### src/rtl/downstream_update_arbiter.sv
// Round-robin arbiter sharing one downstream memory-update path between N requesters;
// sequences the ack/memwr handshake, watches ds_busy and returns done (or err on timeout).
module downstream_update_arbiter #(
  parameter int N       = 4,
  parameter int AW      = 8,
  parameter int DW      = 32,
  parameter int TIMEOUT = 64
) (
  input  logic            clk,
  input  logic            rst,
  input  logic [N-1:0]    req,
  input  logic [N*AW-1:0] req_addr,
  input  logic [N*DW-1:0] req_data,
  output logic [N-1:0]    gnt,
  output logic [N-1:0]    done,
  output logic            err,
  output logic            ack,
  output logic            memwr,
  output logic [AW-1:0]   mem_addr,
  output logic [DW-1:0]   mem_data,
  input  logic            ds_busy
);

  localparam int PW = (N > 1) ? $clog2(N) : 1;
  localparam int TW = $clog2(TIMEOUT) + 1;
  localparam logic [TW-1:0] T_LAST = TW'(TIMEOUT - 1);

  typedef enum logic [2:0] {
    S_IDLE,
    S_ACK,
    S_WAIT_BUSY,
    S_WRITE,
    S_WAIT_IDLE
  } state_e;

  state_e        state_q, state_d;
  logic [PW-1:0] rr_q, rr_d;
  logic [TW-1:0] timer_q, timer_d;
  logic [N-1:0]  gnt_q, gnt_d;
  logic [N-1:0]  done_q, done_d;
  logic          err_q, err_d;
  logic          ack_q, ack_d;
  logic          memwr_q, memwr_d;
  logic [AW-1:0] addr_q, addr_d;
  logic [DW-1:0] data_q, data_d;

  logic          win_found;
  logic [PW-1:0] win_idx;
  logic [PW-1:0] cand;

  // Search starts at rr_ptr and wraps, so the last winner becomes lowest priority.
  always_comb begin
    win_found = 1'b0;
    win_idx   = '0;
    cand      = '0;
    for (int k = 0; k < N; k++) begin
      cand = PW'((int'(rr_q) + k) % N);
      if (!win_found && req[cand]) begin
        win_found = 1'b1;
        win_idx   = cand;
      end
    end
  end

  always_comb begin
    // NOTE: every _d gets its default first, so no branch can leave one unassigned and infer a latch.
    state_d = state_q;
    rr_d    = rr_q;
    timer_d = timer_q;
    gnt_d   = gnt_q;
    done_d  = '0;
    err_d   = 1'b0;
    ack_d   = 1'b0;
    memwr_d = 1'b0;
    addr_d  = addr_q;
    data_d  = data_q;

    unique case (state_q)
      S_IDLE: begin
        if (win_found) begin
          addr_d  = req_addr[win_idx*AW +: AW];
          data_d  = req_data[win_idx*DW +: DW];
          gnt_d   = N'(1) << win_idx;
          rr_d    = (int'(win_idx) == N - 1) ? '0 : win_idx + 1'b1;
          ack_d   = 1'b1;
          state_d = S_ACK;
        end
      end
      S_ACK: begin
        timer_d = '0;
        state_d = S_WAIT_BUSY;
      end
      S_WAIT_BUSY: begin
        if (ds_busy) begin
          memwr_d = 1'b1;
          state_d = S_WRITE;
        end else if (timer_q == T_LAST) begin
          err_d   = 1'b1;
          done_d  = gnt_q;
          gnt_d   = '0;
          state_d = S_IDLE;
        end else if (timer_q != '1) begin
          timer_d = timer_q + 1'b1;
        end
      end
      S_WRITE: begin
        timer_d = '0;
        state_d = S_WAIT_IDLE;
      end
      S_WAIT_IDLE: begin
        if (!ds_busy) begin
          done_d  = gnt_q;
          gnt_d   = '0;
          state_d = S_IDLE;
        end else if (timer_q == T_LAST) begin
          err_d   = 1'b1;
          done_d  = gnt_q;
          gnt_d   = '0;
          state_d = S_IDLE;
        end else if (timer_q != '1) begin
          timer_d = timer_q + 1'b1;
        end
      end
      default: state_d = S_IDLE;
    endcase
  end

  always_ff @(posedge clk or posedge rst) begin
    if (rst) begin
      state_q <= S_IDLE;
      rr_q    <= '0;
      timer_q <= '0;
      gnt_q   <= '0;
      done_q  <= '0;
      err_q   <= 1'b0;
      ack_q   <= 1'b0;
      memwr_q <= 1'b0;
      addr_q  <= '0;
      data_q  <= '0;
    end else begin
      // NOTE: non-blocking so every register updates from the same pre-edge values.
      state_q <= state_d;
      rr_q    <= rr_d;
      timer_q <= timer_d;
      gnt_q   <= gnt_d;
      done_q  <= done_d;
      err_q   <= err_d;
      ack_q   <= ack_d;
      memwr_q <= memwr_d;
      addr_q  <= addr_d;
      data_q  <= data_d;
    end
  end

  assign gnt      = gnt_q;
  assign done     = done_q;
  assign err      = err_q;
  assign ack      = ack_q;
  assign memwr    = memwr_q;
  assign mem_addr = addr_q;
  assign mem_data = data_q;

endmodule

### config.mk
export PLATFORM = sky130hd
export DESIGN_NAME = downstream_update_arbiter
export DESIGN_NICKNAME = d
export VERILOG_FILES = /design/src/rtl/downstream_update_arbiter.sv
export SDC_FILE = /design/constraint.sdc
export NUM_CORES = 1
export LEC_CHECK = 0
export BUFFER_PORTS_ARGS = -buffer_cell sky130_fd_sc_hd__buf_2
export CAP_MARGIN = 20
export CORE_MARGIN = 3
export CORE_UTILIZATION = 37
export CTS_CLUSTER_DIAMETER = 50
export DETAILED_ROUTE_END_ITERATION = 7
export GPL_TIMING_DRIVEN = 0
export PLACE_DENSITY_LB_ADDON = 0.12
export SLEW_MARGIN = 20
export SYNTH_ARGS = -nofsm -noshare
export SYNTH_HDL_FRONTEND = slang
export SYNTH_SLANG_ARGS = --single-unit
### constraint.sdc
create_clock -name clk -period 3.8 [get_ports clk]
set_input_delay 0.57 -clock clk [delete_from_list [all_inputs] [get_ports clk]]
set_output_delay 0.57 -clock clk [all_outputs]
set_load 0.05 [all_outputs]
==> reports/metrics.yaml <==
global_route:
  grt_max_degree: 46
  grt_use_total_pct: 19.19
  grt-ovfl-total: 0
  grt_pass1_vias: 3438
  grt_pass1_wl_um: 17300
  antenna_found_initial: 0
finish:
  final_util_pct: 53.64
  antenna_cells: 0
  final_nets: 739
  drive_gt1_share_pct: 49.48
  areaGrowthSynthToFinish_pct: 39.91
route:
  firstDrtPassIters: 4
  vias: 3494
  viasPerCell: 4.956
  drc: 0
  drt-wirelength-per-cell_um: 15.98
  routed_wl_um: 11260
  drt-initial-drc-count: 100
  ant_nets: 0
clock_network:
  insertion_delay_ns: 0.34
  cts_root_buf: "clkbuf_8"
  cts_max_path_buffers: 2
  clkTransAtPathRegs_ns: 0.08
  tritoncts: "yes"
  htree_levels: 3
  ctsHoldBuffers: 0
  numCtsBuffers: 9
  cts_setup_buffers: 0
  cts.repair.resized: 0
  cts_num_sinks: 63
worst_setup_path:
  rr_worst_depth: 7
  cp-start-kind: "flip-flop"
  r2r-end: "mem_data[25]$_DFFE_PP0P_"
  cp.arrival_ns: 2.24
  path_max_fanout: 10
  rrSetupSlack_ns: 1.76
  r2r_start: "rr_q[1]$_DFFE_PP0P_"
  end_kind: "flip-flop"
  worstSetupPathType: "flip-flop to flip-flop"
  required_ns: 4.00
pwr:
  vdd_drop_max_mv: 0.3933
  leakagePower_uw: 0.002792
  p_per_area_nw_per_um2: 858.3
  power_uw: 4521
floorplanning:
  die_h_um: 106.9
  io_pins: 218
  fp.dieArea_um2: 11420
  core_area_um2: 9819
  start_util_pct: 38.34
  dieWidth_um: 106.9
  num_rows: 36
sta:
  maxSlewHeadroom_pct: 62.35
  setup_viol: 0
  fin_crit_ns: 2.043
  tightest_slew_ns: 0.5648
  fin_skew_ns: 0.009037
  min_period_over_period_pct: 53.77
  slew_viol_final: 0
  hold_violations: 0
  max_freq_mhz: 489.4
  final.setup.tns_ns: 0
  grt_setup_unrepaired: "false"
min_path:
  hp-class: "primary input to async pin"
yosys:
  yosysTopAreaCellShare_pct: 41.87
  ys_ff_latch: 63
  synth_edf_count: 0
  yosysMostFrequentCell: "mux2i_1"
  syn_avg_cell_area_um2: 11.14
  ys_seq_area_share_pct: 41.87
  synthArstFlopShare_pct: 100.0
  ys_top_cells_by_count: "81 x mux2i_1, 63 x dfrtp_1, 52 x nand2_1, 20 x o221ai_1, 20 x o221ai_2"
  synthFlopType: "dfrtp_1"
  syn-num-nets: 510
  synth_cell_types: 41
  synth_area_leaders: "dfrtp_1 42%, mux2i_1 22%, o221ai_2 8.0%, nand2_1 5.2%, o221ai_1 4.7%"
  syn_area_um2: 3765
  yosysWarnings: 0
  synthCells: 338
  yosys.area.top_type: "dfrtp_1"
place:
  portBuffers: 217
  gp_congestion: 0.7488
  hpwl_um: 8959
outcome:
  outcome: "finished clean"
run:
  cap_viol_max_count: 0
## state kept, by name (all words and copies together), names as in the netlist
register,count
timer_q,7
err,1
memwr,1
mem_data,32
mem_addr,8
done,4
gnt,4
state_q,3
ack,1
rr_q,2
## layout make-up
class	instances	area, µm²
fill	950	4552
multi-input combinational	243	1974
sequential	63	1577
timing repair buffer	218	1114
buffer	26	183.9
tap	133	166.4
clock buffer	9	123.9
clock inverter	7	96.34
inverter	6	32.53
## power by group
| group | internal [µW] | leakage, µW | switching, µW | total (µW) |
|---|---|---|---|---|
| logic | 921 | 0.00188 | 1840 | 2760 |
| registers | 952 | 0.000799 | 153 | 1100 |
| clock network | 372 | 0.000114 | 285 | 656 |
| total | 2240 | 0.00279 | 2280 | 4520 |
## placed cells by master, fill, tap and decap left out, types with 2 or more instances in the layout
cell type	Yosys	layout
ha_1	5	5
dfrtp_1	63	63
nor3_1	2	2
bufinv_16	0	2
nand2_4	2	2
clkinv_2	0	2
buf_6	6	6
nand2b_1	2	2
nand3_1	7	7
a22o_1	5	5
clkbuf_1	4	4
nor2_1	9	9
o221ai_2	20	20
clkbuf_8	0	9
inv_1	5	4
and2_1	5	5
xnor2_1	4	4
nand2_1	52	52
mux2i_1	81	81
a21oi_1	7	7
buf_4	8	8
o21ai_0	3	3
buf_2	6	223
or4_1	2	2
o221ai_1	20	20
clkinv_4	0	2
nor2b_1	2	2
## per-layer routing
layer,vias to the layer above,global-route usage (%),part of all wire [%],routed length (µm)
met5,-,0,0,0
met4,0,6.849,1.7,187
met3,15,3.432,6.6,742
met2,135,33.50,50,5661
met1,1626,23.75,41,4673
li1,1718,-,-,-
## how the worst max path moves through the flow
| stage | start | endpoint |
|---|---|---|
| after global placement | rst | mem_data[4]$_DFFE_PP0P_ |
| final | rr_q[1]$_DFFE_PP0P_ | mem_data[25]$_DFFE_PP0P_ |
| after detailed placement | req[0] | mem_data[25]$_DFFE_PP0P_ |
| after floorplan | rst | ack$_DFF_PP0_ |
| after CTS | rr_q[1]$_DFFE_PP0P_ | mem_data[25]$_DFFE_PP0P_ |
| after global routing | rr_q[1]$_DFFE_PP0P_ | mem_data[25]$_DFFE_PP0P_ |
## per-stage QoR
| step | worst slack [ns] | hold WS (ns) | cells | instance area, µm² |
|---|---|---|---|---|
| after floorplan | 1.660 | 0.4462 | 338 | 3765 |
| after global placement | 0.7965 | 0.4660 | 688 | 5017 |
| after detailed placement | 1.531 | 0.4733 | 689 | 5047 |
| after CTS | 1.676 | 0.1596 | 705 | 5268 |
| after global routing | 1.536 | 0.1702 | 705 | 5268 |
| final | 1.757 | 0.1678 | 705 | 5268 |
## cells by family after synthesis
group           after synthesis  share of synthesized area [%]
simple gates                 88                          11.03
mux                          82                          21.83
compound gates               64                          16.98
flops                        63                          41.87
buf+inv                      32                          5.683
fa+ha+maj                     5                          1.662
xor+xnor                      4                         0.9304
## critical path: stages, from the launching register on
cell      delay [ns]
dfrtp_1         0.45
mux2i_1         0.20
nor2_1          0.06
nor3_2          0.22
buf_4           0.24
buf_4           0.26
mux2i_1         0.30
o221ai_1        0.17
No activity file was read; power rests on OpenSTA's default activity.
